## config.mk

```make
export PLATFORM = sky130hd
export DESIGN_NAME = serial_cmp_ctrl_flat
export DESIGN_NICKNAME = d
export VERILOG_FILES = /design/src/rtl/cmp_pkg.sv /design/src/rtl/serial_cmp_ctrl_if.sv /design/src/rtl/slice_cmp2.sv /design/src/rtl/serial_cmp_ctrl.sv /design/src/flat_wrapper.sv
export SDC_FILE = /design/constraint.sdc
export NUM_CORES = 1
export LEC_CHECK = 0
export ABC_AREA = 1
export CAP_MARGIN = 15
export CORE_AREA = 3 3 53 55
export DETAILED_ROUTE_END_ITERATION = 12
export DIE_AREA = 0 0 56 58
export HOLD_SLACK_MARGIN = 0.02
export PLACE_DENSITY = 0.78
export SYNTH_ARGS = -nofsm -noshare
export SYNTH_HDL_FRONTEND = slang
export SYNTH_SLANG_ARGS = --single-unit
export TNS_END_PERCENT = 10
```

## constraint.sdc

```tcl
create_clock -name clk -period 4.4 [get_ports clk]
set_clock_uncertainty 0.2 [all_clocks]
set_input_delay 0.88 -clock clk [delete_from_list [all_inputs] [get_ports clk]]
set_output_delay 0.88 -clock clk [all_outputs]
set_load 0.03 [all_outputs]
```

## src/rtl/cmp_pkg.sv

```systemverilog
// Shared types and constants for the serial magnitude compare controller.
//   state_t : controller state encoding (IDLE / RUN / DONE)
//   SLICE_W : bit width of the compare slice stepped across the operands
package cmp_pkg;

    localparam int SLICE_W = 2;

    typedef enum logic [1:0] {
        IDLE = 2'd0,
        RUN  = 2'd1,
        DONE = 2'd2
    } state_t;

endpackage

```

## src/rtl/serial_cmp_ctrl_if.sv

```systemverilog
// Compare request/result bundle between the operand source and the controller.
//   start        : compare request, sampled on the rising clock edge
//   a, b         : unsigned operands, captured when start is accepted
//   busy         : compare in progress
//   done         : one-cycle pulse, result flags valid from this cycle on
//   a_gt_b/a_eq_b/a_lt_b : one-hot compare result
// Modports: master = requester, slave = serial_cmp_ctrl.
interface serial_cmp_ctrl_if #(
    parameter int WIDTH = 8
);
    logic             start;
    logic [WIDTH-1:0] a;
    logic [WIDTH-1:0] b;
    logic             busy;
    logic             done;
    logic             a_gt_b;
    logic             a_eq_b;
    logic             a_lt_b;

    modport master (
        output start, a, b,
        input  busy, done, a_gt_b, a_eq_b, a_lt_b
    );

    modport slave (
        input  start, a, b,
        output busy, done, a_gt_b, a_eq_b, a_lt_b
    );
endinterface

```

## src/rtl/slice_cmp2.sv

```systemverilog
// Combinational 2-bit unsigned compare slice.
//   x, y : 2-bit operand slices
//   gt   : x > y
//   eq   : x == y
//   lt   : x < y (neither gt nor eq)
module slice_cmp2 (
    input  logic [1:0] x,
    input  logic [1:0] y,
    output logic       gt,
    output logic       eq,
    output logic       lt
);

    assign gt = (x[1] & ~y[1])
              | (x[0] & ~y[1] & ~y[0])
              | (x[1] & x[0] & ~y[0]);
    assign eq = (x == y);
    assign lt = ~gt & ~eq;

endmodule

```

## src/rtl/serial_cmp_ctrl.sv

```systemverilog
// Serial N-bit unsigned magnitude compare. One 2-bit slice is examined per
// cycle, MSB pair first; the walk stops at the first unequal pair.
//   clk   : system clock, rising edge
//   rst_n : synchronous active-low reset
//   bus   : request/result bundle (slave side), see serial_cmp_ctrl_if
//
//   state | meaning
//   IDLE  | waiting for start, last result flags held
//   RUN   | stepping the slice index from MSB pair down
//   DONE  | one-cycle done pulse, result flags valid; start may re-arm
module serial_cmp_ctrl
    import cmp_pkg::*;
#(
    parameter int WIDTH = 8
) (
    input  logic                clk,
    input  logic                rst_n,
    serial_cmp_ctrl_if.slave    bus
);

    localparam int NSLICE = WIDTH / 2;
    localparam int IDX_W  = (NSLICE > 1) ? $clog2(NSLICE) : 1;

    generate
        if ((WIDTH < 2) || ((WIDTH % 2) != 0)) begin : g_width_check
            $error("serial_cmp_ctrl: WIDTH must be even and >= 2");
        end
    endgenerate

    state_t             state, state_nxt;
    logic [IDX_W-1:0]   idx, idx_nxt;
    logic [WIDTH-1:0]   a_r, a_nxt;
    logic [WIDTH-1:0]   b_r, b_nxt;
    logic               gt_q, gt_nxt;
    logic               eq_q, eq_nxt;
    logic               lt_q, lt_nxt;
    logic               busy_q, done_q;

    logic [SLICE_W-1:0] sx, sy;
    logic               s_gt, s_eq, s_lt;

    // Slice select: idx*2 as a bit offset into the captured operands.
    assign sx = a_r[{idx, 1'b0} +: SLICE_W];
    assign sy = b_r[{idx, 1'b0} +: SLICE_W];

    slice_cmp2 u_slice (
        .x  (sx),
        .y  (sy),
        .gt (s_gt),
        .eq (s_eq),
        .lt (s_lt)
    );

    always_comb begin
        state_nxt = state;
        idx_nxt   = idx;
        a_nxt     = a_r;
        b_nxt     = b_r;
        gt_nxt    = gt_q;
        eq_nxt    = eq_q;
        lt_nxt    = lt_q;

        case (state)
            IDLE, DONE: begin
                if (bus.start) begin
                    a_nxt     = bus.a;
                    b_nxt     = bus.b;
                    idx_nxt   = IDX_W'(NSLICE - 1);
                    gt_nxt    = 1'b0;
                    eq_nxt    = 1'b0;
                    lt_nxt    = 1'b0;
                    state_nxt = RUN;
                end else begin
                    state_nxt = IDLE;
                end
            end
            RUN: begin
                if (s_gt) begin
                    gt_nxt    = 1'b1;
                    state_nxt = DONE;
                end else if (s_lt) begin
                    lt_nxt    = 1'b1;
                    state_nxt = DONE;
                end else if (idx == '0) begin
                    eq_nxt    = 1'b1;
                    state_nxt = DONE;
                end else begin
                    idx_nxt   = idx - IDX_W'(1);
                end
            end
            default: state_nxt = IDLE;
        endcase
    end

    // busy/done come from their own flops, loaded from the next state,
    // so they are glitch-free and aligned with the state register.
    always_ff @(posedge clk) begin
        if (!rst_n) begin
            state  <= IDLE;
            idx    <= '0;
            a_r    <= '0;
            b_r    <= '0;
            gt_q   <= 1'b0;
            eq_q   <= 1'b0;
            lt_q   <= 1'b0;
            busy_q <= 1'b0;
            done_q <= 1'b0;
        end else begin
            state  <= state_nxt;
            idx    <= idx_nxt;
            a_r    <= a_nxt;
            b_r    <= b_nxt;
            gt_q   <= gt_nxt;
            eq_q   <= eq_nxt;
            lt_q   <= lt_nxt;
            busy_q <= (state_nxt == RUN);
            done_q <= (state_nxt == DONE);
        end
    end

    assign bus.busy   = busy_q;
    assign bus.done   = done_q;
    assign bus.a_gt_b = gt_q;
    assign bus.a_eq_b = eq_q;
    assign bus.a_lt_b = lt_q;

endmodule

```

## src/flat_wrapper.sv

```systemverilog
// flat-port wrapper written by rule: the top's interface ports become plain ports
module serial_cmp_ctrl_flat import cmp_pkg::*;
#(
    parameter int WIDTH = 8
)
  (clk, rst_n, bus_start, bus_a, bus_b, bus_busy, bus_done, bus_a_gt_b, bus_a_eq_b, bus_a_lt_b);
  serial_cmp_ctrl_if #(.WIDTH(WIDTH)) bus_i ();
  input  logic clk;
  input  logic rst_n;
  input wire logic [$bits(bus_i.start)-1:0] bus_start;
  input wire logic [$bits(bus_i.a)-1:0] bus_a;
  input wire logic [$bits(bus_i.b)-1:0] bus_b;
  output wire logic [$bits(bus_i.busy)-1:0] bus_busy;
  output wire logic [$bits(bus_i.done)-1:0] bus_done;
  output wire logic [$bits(bus_i.a_gt_b)-1:0] bus_a_gt_b;
  output wire logic [$bits(bus_i.a_eq_b)-1:0] bus_a_eq_b;
  output wire logic [$bits(bus_i.a_lt_b)-1:0] bus_a_lt_b;
  assign bus_i.start = bus_start;
  assign bus_i.a = bus_a;
  assign bus_i.b = bus_b;
  assign bus_busy = bus_i.busy;
  assign bus_done = bus_i.done;
  assign bus_a_gt_b = bus_i.a_gt_b;
  assign bus_a_eq_b = bus_i.a_eq_b;
  assign bus_a_lt_b = bus_i.a_lt_b;
  serial_cmp_ctrl #(.WIDTH(WIDTH)) u_core (.clk(clk), .rst_n(rst_n), .bus(bus_i));
endmodule
```

Yosys cells after proc, flatten, opt, wreduce, memory -nomap -nowiden
Cells that the tools add are included.

Register bits after elaboration: 25. Bits of input ports: 19. Output and inout port bits: 5.

$add $sub $neg: 1. Equality and inequality tests: 12. Shift operators: 2. Mux-type cells: 20. Bitwise operators: 12. Reductions and logical operators: 9.

Operators with widths (number): $shiftx A8 B4 Y2 (2); $mux W2 (7); $ne A2 B2 Y1 const B (5); $reduce_and A5 Y1 (2); $mux W1 (8); $pmux W2 S2 (2); $and A1 B1 Y1 (6); $pmux W1 S2 (3); $eq A2 B1 Y1 const B (2); $eq A2 B2 Y1 const B (2); $logic_not A2 Y1 (2); $ne A2 B1 Y1 const B (2); $not A1 Y1 (4); $reduce_and A4 Y1 (1); $reduce_and A3 Y1 (1); $eq A2 B2 Y1 (1); $or A1 B1 Y1 (2); $reduce_and A2 Y1 (1); $reduce_bool A2 Y1 (1); $reduce_or A2 Y1 (1); $sub A2 B1 Y2 const B (1).

Longest topological paths before layout
Depth in word-level cells: 12. Gate-level depth with buffers: 14. Gate-level depth less buffers: 13.

Modules after synthesis
From an unflattened synthesis, not the netlist that was laid out.

Cells, all modules: 156. Area total of the unflattened synthesis: 1113.6 µm².

By module, submodules not included: serial_cmp_ctrl (times used 1, cells each 141, area each 1041.0 µm², seq. area each 500.5 µm²); slice_cmp2 (times used 1, cells each 15, area each 72.6 µm², seq. area each 0.0 µm²).

Worst setup path before layout
OpenSTA, ideal clock, no wires.

Kind: input-to-reg. From: input bus_start. To: register u_core.a_r[0]. Arrival time: 1.573 ns. Data required time: 4.084 ns. Setup slack: 2.511 ns. Cell stages on the path: 5. Buffers on the path: 1. Path through: nand2_1 clkinv_1 buf_2 nor2_1 nor2_1.

Word-level cells in the longest chain between the ends: 1.

RTL lines: start: declaration (line flat_wrapper.sv:10) `input wire logic [$bits(bus_i.start)-1:0] bus_start;`; $reduce_and A2 Y1 (no line); end signal: assignment (line serial_cmp_ctrl.sv:111) `a_r <= a_nxt;`; end: declaration (line serial_cmp_ctrl.sv:32) `logic [WIDTH-1:0] a_r, a_nxt;`.

Every way passes these cells. A chain may end at the register's enable or synchronous reset.

Worst setup path in the final report
From: input bus_start. To: register u_core.idx[0].

Word-level cells in the longest chain between the ends: 2.

RTL lines: $ne A2 B2 Y1 (no line); $reduce_and A5 Y1 (no line); end signal: assignment (line serial_cmp_ctrl.sv:110) `idx <= idx_nxt;`; end: declaration (line serial_cmp_ctrl.sv:31) `logic [IDX_W-1:0] idx, idx_nxt;`.

Every way passes these cells.

==> summary.md <==
| Metric | Value |
|---|---|
| Setup TNS Final | 0 ns |
| Mapped Cells | 178 |
| # port buffers | 23 |
| H-Tree Depth | 1 |
| Logic gate share of total power | 25.1% |
| Share of layout cells above drive strength 1 | 7.538% |
| Net count, final | 221 |
| P per Cell Area | 325.2 nW/um^2 |
| Post-Synth XOR/XNOR Area | 0% |
| Largest family of logic cells by synthesized area | simple AND/OR/NAND/NOR gates |
| GRT Util Overall | 16.38% |
| Synth Warn # | 0 |
| Fin. max-slew vios | 0 |
| Mux contribution to synthesized area | 0% |
| Sequential area share after synthesis | 41.54% |
| Slew headroom | 52.94% |
| Synth-to-Final Area Change | 21.49% |
| Starting Density | 49.54% |
| DRT antenna net count | 0 |
| Net Sw Frac | 31.25% |
| TritonCTS buffer count | 3 |
| Synth Area in Simple Gates | 37.90% |
| Hold Path Class | flip-flop to flip-flop |
| Clk pwr share | 21.5% |
| Post-synthesis register bit count | 25 |
| Layout fillers | 234 |
| Least-Margin Pin Slew | 0.7037 ns |
| HPWL Detailed | 1872 um |
| Final setup violation count | 0 |
| Die height | 58 um |
| RSZ-0062 raised after global routing | no |
| Root Driver | clkbuf_4 |
| Crit path max fanout | 17 |
| Syn_nets | 199 |
| Most frequent cells in the layout | 42 x nand2_1, 30 x nor2_1, 25 x dfxtp_1, 23 x clkdlybuf4s50_1, 19 x nand3_1 |
| Diode count | 0 |
| Commonest non-fill, non-tap cell in the layout | nand2_1 |
| Fin crit share | 58.83% |
| Routability cong. | 0.8998 |
| Post-Syn Area | 1205 um^2 |
| Via count | 1140 |
| Worst setup path class | input port to flip-flop |
| Final wirelength | 2478 um |
| Hold path cells | 2 |
| CTS resizes | 0 |
| Status | finished, final reports clean |
| CTS tree | yes |
| Crit. End Element | flip-flop |
| CTS clk-pin slew, worst paths | 0.14 ns |
| Switching power | 148.8 uW |
| Chip width | 56 um |
| Avg Synthesized Cell Area | 6.769 um^2 |
| CP required | 4.47 ns |
| Final Hold Fails | 0 |
| Core area | 2432 um^2 |
| Clk Latency, worst-skew pair | 0.32 ns |
| Leakage dissipation | 0.6427 nW |
| Startpoint type of the worst setup path | input port |
| Synth Area in Compound Gates | 9.242% |
| Hold buffers post-CTS | 0 |
| Power share of the sequential group | 53.4% |
| # IOs | 24 |
| Maximum buffer depth of the clock tree | 2 |
| Path depth of the worst reg2reg path | 12 |
| Setup bufs post-CTS | 0 |
| Max-Cap Viols | 0 |
| FP Rows | 18 |
| Fmax | 0.3863 GHz |
| Fin cells | 229 |
| P_int | 327.2 uW |
| DP Cell Count | 225 |
| Antenna violations before repair | 0 |
| Die Area | 3248 um^2 |
| Clock sink count | 25 |
| Iteration-0 DRC Markers | 22 |
| Adder-cell share of the synthesized area | 2.077% |
| WP data arrival | 2.66 ns |
| Grt ovf | 0 |
| Library cells used by synthesis | 21 |
| Vias in the first global route | 1049 |
| Via density | 4.978 |
| Drc violations | 0 |
| Worst VDD drop | 0.2341 mV |
| DRT Pass-1 Iters | 4 |
| Drt wl/cell | 10.82 um |
| Largest net degree at the start of global routing | 23 |
| Min Clock Period, post-route | 2.589 ns |
| Global-route wire length before repair | 4250 um |
==> metal layers <==
layer	part of all wire [%]	routed length (um)	GRT usage [%]	up-vias
li1	-	-	-	605
met3	5.1	126	4.232	5
met1	45	1105	18.34	507
met2	49	1205	29.05	23
met5	0	0	0	-
met4	1.6	40	7.797	0
==> Yosys cell counts (all sizes together) <==
library cell	number	share of area, %
nand2	45	15
nor2	34	12
dfxtp	25	42
nand3	22	10
inv	19	5.9
o21ai	17	7.1
a21oi	4	1.7
buf	3	2.0
clkbuf	3	1.0
ha	2	2.1
nand4	2	1.0
clkinv	1	0.31
o22ai	1	0.52
==> power by group through the flow <==
stage	clock [mW]	sequential (mW)	combinational, mW
floorplan	0	0.261	0.0814
global placement	0	0.259	0.116
detailed placement	0	0.260	0.119
CTS	0.106	0.254	0.120
global route	0.114	0.257	0.135
finish	0.102	0.254	0.119
==> worst paths after layout <==
path                     startpoint                end  slack, ns
setup / recovery          bus_start      u_core.idx[0]       1.81
hold / removal    u_core.bus.a_eq_b  u_core.bus.a_eq_b       0.27
setup reg to reg      u_core.idx[0]      u_core.idx[0]       2.11
hold reg to reg   u_core.bus.a_eq_b  u_core.bus.a_eq_b       0.27
==> flip-flops by register name (all words and copies together), names as in the netlist <==
name and flops:
u_core.bus.a_lt_b 1, u_core.a_r 8, u_core.bus.a_eq_b 1, u_core.state 2
u_core.b_r 8, u_core.bus.done 1, u_core.idx 2, u_core.bus.busy 1
u_core.bus.a_gt_b 1
==> cells by family (layout without fill, tap and decap cells) <==
| family | Yosys count | count (layout) |
|---|---|---|
| AND/OR/NAND/NOR | 103 | 103 |
| buffers and inverters | 26 | 47 |
| flip-flops | 25 | 25 |
| AO/OA/AOI/OAI | 22 | 22 |
| adder cells (fa/ha/maj) | 2 | 2 |
==> critical path: stages <==
cell,delay [ns]
clkdlybuf4s50_1,0.42
nand2_1,0.37
clkinv_1,0.54
nor2_4,0.28
nor2_1,0.06
nor2_1,0.10
==> through the flow <==
step	cell area [um^2]	setup WS (ns)	power (mW)	utilization [%]	hold WS, ns
2_1_floorplan	1205	2.511	0.3427	-	0.2497
3_3_place_gp	1436	1.557	0.3751	59.05	0.2408
6_report	1464	1.811	0.4760	60.19	0.2659
4_1_cts	1464	1.804	0.4803	60.19	0.2649
5_1_grt	1464	1.623	0.5064	60.19	0.2973
3_5_place_dp	1436	1.458	0.3789	59.05	0.2453
==> cell type report <==
cell class                      count  area [um^2]  area share (%)
Multi-Input combinational cell    127        593.1           40.51
Inverter                           20        75.07           5.128
Timing Repair Buffer               23        230.2           15.73
Clock buffer                        3        22.52           1.538
Clock inverter                      1        5.005          0.3419
Sequential cell                    25        500.5           34.19
Tap cell                           30        37.54           2.564
Note: power is estimated with default switching activity, not from simulation.
==> RTL edit 1 (config.mk and constraints unchanged) <==
`b_r` no longer has a reset.
--- a/src/rtl/serial_cmp_ctrl.sv
+++ b/src/rtl/serial_cmp_ctrl.sv
@@ -101,3 +101,2 @@
             a_r    <= '0;
-            b_r    <= '0;
             gt_q   <= 1'b0;
@@ -111,3 +110,2 @@
             a_r    <= a_nxt;
-            b_r    <= b_nxt;
             gt_q   <= gt_nxt;
@@ -118,2 +116,6 @@
         end
+    end
+
+    always_ff @(posedge clk) begin
+        b_r <= b_nxt;
     end
Check against the original RTL: no difference found for any inputs over 10 cycles, from zero or initial values and one cycle with rst_n low; that may be too few to reach the edited logic, so the function may still have changed.
==> RTL edit 1 against the unedited design <==
- routed wire length fell by 2.7%
- area after synthesis rose by 0.83%
- cell area rose by 1.8%
- setup slack improved by 0.16 ns
- sequential cell count did not move
- final cell count fell by 7.4%
- critical endpoint is now bus_a_gt_b
- largest cell class is now registers
Power is not compared: it rests on default switching activity, and its combinational part moved more than twofold at a synthesized area within 25%.
==> RTL edit 1: results (changes against the unedited design) <==
1st-iter DRT viols: 28 (was 22)
Fraction of area in registers: 39.0% (was 34.2%)
Critical path's slowest cell: clkdlybuf4s50_1 (was clkinv_1)
Design Area, Final: 0.00149 sq mm (was 0.00146 sq mm)
Max_slew headroom: 69.7% (was 52.9%)
Clock-cell share: 1.85% (was 1.88%)
Seq/Total Area, Yosys: 47.8% (was 41.5%)
DR vias: 1,051 (was 1,140)
Synth Cell Area: 0.00121 sq mm (was 0.00120 sq mm)
Non-clk bufs: 24 (was 23)
GRT Overall Usage: 15.5% (was 16.4%)
First-pass GRT wire length: 4.02 mm (was 4.25 mm)
Critical-path maximum fanout: 2 (was 17)
Antenna violations before repair: 0 (unchanged)
Metal3 WL: 100 microns (was 126 microns)
Synth async-reset ratio: 0% (unchanged)
Post-synth cell types: 23 (was 21)
Largest regs: u_core.a_r x8, u_core.b_r x8 (unchanged)
Tot Pwr: 0.000811 W
Syn Nets: 179 (was 199)
Delay of the slowest critical-path stage: 0.67 ns (was 0.54 ns)
Vias in the first global route: 927 (was 1,049)
Dpl cells: 208 (was 225)
Post-Synthesis Cells: 158 (was 178)
Final non-clock buffer share: 16.0% (was 15.7%)
Top layer in use: met4 (unchanged)
Met2 Use GR: 26.5% (was 29.0%)
Routability cong.: 0.796 (was 0.900)
Total routed wirelength: 2.41 mm (was 2.48 mm)
Clkbuf count: 3 (unchanged)
Share of post-route cells with drive strength above 1: 12.1% (was 7.54%)
Synth top area cells: dfxtp_1 (28%), edfxtp_1 (20%), nand2_1 (11%), nor2_1 (6.8%), inv_1 (5.6%) (was dfxtp_1 (42%), nand2_1 (13%), nor2_1 (9.3%), nand3_1 (7.9%), o21ai_0 (7.1%))
Pin count of the biggest net entering global routing: 16 (was 23)
Htree depth: 1 (unchanged)
FILL cells: 231 (was 234)
GR Util met3: 2.90% (was 4.23%)
Share of cell area taken by multi-input logic gates: 35.7% (was 40.5%)
Outcome: complete, no violations (unchanged)
Comb_multi_in: 109 (was 127)
Post-DR vias/cell: 4.96 (was 4.98)
Worst Hold Class: reg -> reg (unchanged)
Global Route met1 Usage: 19.9% (was 18.3%)
Nets: 204 (was 221)
WL met2: 1.19 mm (was 1.21 mm)
DPL Wire Length: 1.82 mm (was 1.87 mm)
Max IR drop VDD: 0.322 mV
CP arrival: 1.35 ns (was 2.66 ns)
Wire length on met1: 1.10 mm (was 1.11 mm)
Power share of the combinational group: 46.8%
EDFF count, synth: 8 (was 0)
Commonest cells in the synthesized netlist: nand2_1 (37), nor2_1 (22), inv_1 (18) (was nand2_1 (42), nor2_1 (30), dfxtp_1 (25))
Max-area cell class: registers (was multi-input combinational cells)
Pre-CTS worst setup slack: 1.83 ns (was 1.46 ns)
-- RTL edit 1: cell families after synthesis --
kind of cell	synth area share, %
AOI/OAI and AO/OA	7.83
buffers and inverters	8.44
and+or+nand+nor	33.9
adders and majority gates	2.06
DFF	47.8
-- RTL edit 1: worst paths after layout --
check | start | end | slack [ns] | depth (start not counted)
max reg2reg | u_core.idx[0] | u_core.idx[0] | 2.14 | 11
max | u_core.bus.a_gt_b | bus_a_gt_b | 1.97 | 1
min | u_core.bus.a_eq_b | u_core.bus.a_eq_b | 0.27 | 2
min reg2reg | u_core.bus.a_eq_b | u_core.bus.a_eq_b | 0.27 | 2
-- RTL edit 1: worst reg2reg max path: stages (launching register included) --
cell	delay, ns
dfxtp_1	0.63
inv_2	0.20
nand2_1	0.10
nand3_1	0.07
nand2_2	0.10
inv_1	0.05
ha_1	0.29
nand3_1	0.15
nand3_2	0.13
nand3_2	0.10
nor2_1	0.11
nor2_1	0.05
==> RTL edit 2 (config.mk and constraints unchanged) <==
Without the edit above. `WIDTH` is set to 8 in 3 places; all go to 4.
--- a/src/rtl/serial_cmp_ctrl_if.sv
+++ b/src/rtl/serial_cmp_ctrl_if.sv
@@ -8,3 +8,3 @@
 interface serial_cmp_ctrl_if #(
-    parameter int WIDTH = 8
+    parameter int WIDTH = 4
 );
--- a/src/rtl/serial_cmp_ctrl.sv
+++ b/src/rtl/serial_cmp_ctrl.sv
@@ -13,3 +13,3 @@
 #(
-    parameter int WIDTH = 8
+    parameter int WIDTH = 4
 ) (
--- a/src/flat_wrapper.sv
+++ b/src/flat_wrapper.sv
@@ -3,3 +3,3 @@
 #(
-    parameter int WIDTH = 8
+    parameter int WIDTH = 4
 )
Ports: changed (resized bus_a and bus_b); port bits go from 24 to 16. No check against the original RTL was run, so the function may have changed too.
==> RTL edit 2 against the unedited design <==
- routed wire length decreased by 44%
- maximum frequency up 6.4%
- setup slack gained 0.16 ns
- die area unchanged
- critical path depth decreased by 5
- final cell count decreased by 35%
- power is 29% lower
- combinational power down 33%
- sequential cell count down 9
- cell area is 34% lower
- area after synthesis fell by 36%
==> RTL edit 2: results (changes against the unedited design) <==
GRT Overall Usage: 9.12% (was 16.4%)
Htree depth: 1 (unchanged)
Diode count: 0 (unchanged)
Post-DR vias/cell: 4.42 (was 4.98)
Largest regs: u_core.a_r x4, u_core.b_r x4, u_core.state x2 (was u_core.a_r x8, u_core.b_r x8)
Root Buffer: clkbuf_4 (unchanged)
Syn Nets: 116 (was 199)
Seq/Total Area, Yosys: 41.6% (was 41.5%)
Clock Tree Buf Depth: 2 (unchanged)
Synth async-reset ratio: 0% (unchanged)
Worst Hold Class: reg -> reg (unchanged)
Hold Path Cell Cnt: 2 (unchanged)
Post-synth cell types: 18 (was 21)
Mux contribution to synthesized area: 0% (unchanged)
# resized after CTS: 0 (unchanged)
WL/cell: 9.32 microns (was 10.8 microns)
Pre-antenna DRT Iters: 4 (unchanged)
CTS buffer count: 3 (unchanged)
Xor/xnor share of the synthesized area: 0% (unchanged)
Vias in the first global route: 595 (was 1,049)
Post-Synth Adder-Cell Area: 1.63% (was 2.08%)
Antenna violations before repair: 0 (unchanged)
Worst-Skew Late Latency: 0.28 ns (was 0.32 ns)
Pin count of the biggest net entering global routing: 24 (was 23)
Internal power: 0.000239 W (was 0.000327 W)
Synthesis Warnings: 0 (unchanged)
Crit-path leading delay family: buffers and inverters (unchanged)
Routability cong.: 0.777 (was 0.900)
DPL Wire Length: 1.01 mm (was 1.87 mm)
Share of post-route cells with drive strength above 1: 16.0% (was 7.54%)
Synth Area in Compound Gates: 13.5% (was 9.24%)
Post-CTS Setup Inserts: 0 (unchanged)
Final worst-path cycle share: 55.3% (was 58.8%)
Outcome: complete, no violations (unchanged)
Reg clk slew, reported paths: 0.10 ns (was 0.14 ns)
Synth top area cells: dfxtp_1 (42%), nand2_1 (12%), a21oi_1 (7.2%), inv_1 (6.3%), nand2_2 (5.7%) (was dfxtp_1 (42%), nand2_1 (13%), nor2_1 (9.3%), nand3_1 (7.9%), o21ai_0 (7.1%))
R2R depth: 9 (was 12)
Delay of the slowest critical-path stage: 0.70 ns (was 0.54 ns)
Critical path's slowest cell: clkdlybuf4s50_1 (was clkinv_1)
Critical-path maximum fanout: 2 (was 17)
Number of buffers added on ports: 15 (was 23)
Multi-input logic area: 367 sq um (was 593 sq um)
Worst-Margin Slew: 0.651 ns (was 0.704 ns)
FILL cells: 254 (was 234)
Placed inst area: 935 sq um (was 0.00144 sq mm)
Max IR drop VDD: 0.153 mV (was 0.234 mV)
Commonest cells in the synthesized netlist: nand2_1 (25), dfxtp_1 (16), inv_1 (13) (was nand2_1 (42), nor2_1 (30), dfxtp_1 (25))
P_leak: 0.417 nW (was 0.643 nW)
CP arrival: 1.35 ns (was 2.66 ns)
1st-iter DRT viols: 7 (was 22)
First-pass GRT wire length: 2.35 mm (was 4.25 mm)
Nets: 132 (was 221)
[RTL edit 2: changes by cell type after synthesis, sizes merged, moves of 5 or more]
| cell | before | now |
|---|---|---|
| inv | 19 | 14 |
| o21ai | 17 | 8 |
| nand3 | 22 | 5 |
| dfxtp | 25 | 16 |
| a21oi | 4 | 12 |
| nand2 | 45 | 34 |
| nor2 | 34 | 9 |
[RTL edit 2: final timing paths]
kind	from	end	slack [ns]
worst min-delay path	u_core.a_r[3]	u_core.a_r[3]	0.26
worst max-delay path	u_core.bus.a_lt_b	bus_a_lt_b	1.97
worst min register to register	u_core.a_r[3]	u_core.a_r[3]	0.26
worst max register to register	u_core.idx	u_core.idx	2.46
[RTL edit 2: area by class of cell]
| type | count | area share, % |
|---|---|---|
| sequential | 16 | 33.0 |
| multi-input combinational | 70 | 37.8 |
| clock buffer | 4 | 3.74 |
| inverter | 14 | 6.19 |
| timing repair buffer | 15 | 15.5 |
| tap | 30 | 3.87 |
[RTL edit 2: metal layers]
| layer | global-route usage [%] | wire length [microns] |
|---|---|---|
| met1 | 9.55 | 607 |
| met2 | 16.2 | 698 |
| met3 | 2.23 | 58 |
| met4 | 6.10 | 23 |
| met5 | 0 | 0 |
[RTL edit 2: cells by family after synthesis]
logic type	count (synthesis)
and+or+nand+nor	49
AOI/OAI and AO/OA	20
adders and majority gates	1
DFF	16
buffers and inverters	18
[RTL edit 2: stage by stage]
stage / setup slack [ns] / instances
2_1_floorplan: 2.68 / 104
3_3_place_gp: 1.97 / 145
3_5_place_dp: 1.92 / 145
4_1_cts: 1.96 / 149
5_1_grt: 1.94 / 149
6_report: 1.97 / 149
[RTL edit 2: power by group through the flow]
| stage | Sequential [W] | Clock, W | Combinational, W |
|---|---|---|---|
| 5_1_grt | 0.000164 | 0.000106 | 0.0000912 |
| 6_report | 0.000163 | 0.0000975 | 0.0000803 |
| 2_1_floorplan | 0.000169 | 0 | 0.0000563 |
| 3_5_place_dp | 0.000166 | 0 | 0.0000805 |
| 4_1_cts | 0.000163 | 0.000101 | 0.0000811 |
| 3_3_place_gp | 0.000165 | 0 | 0.0000780 |
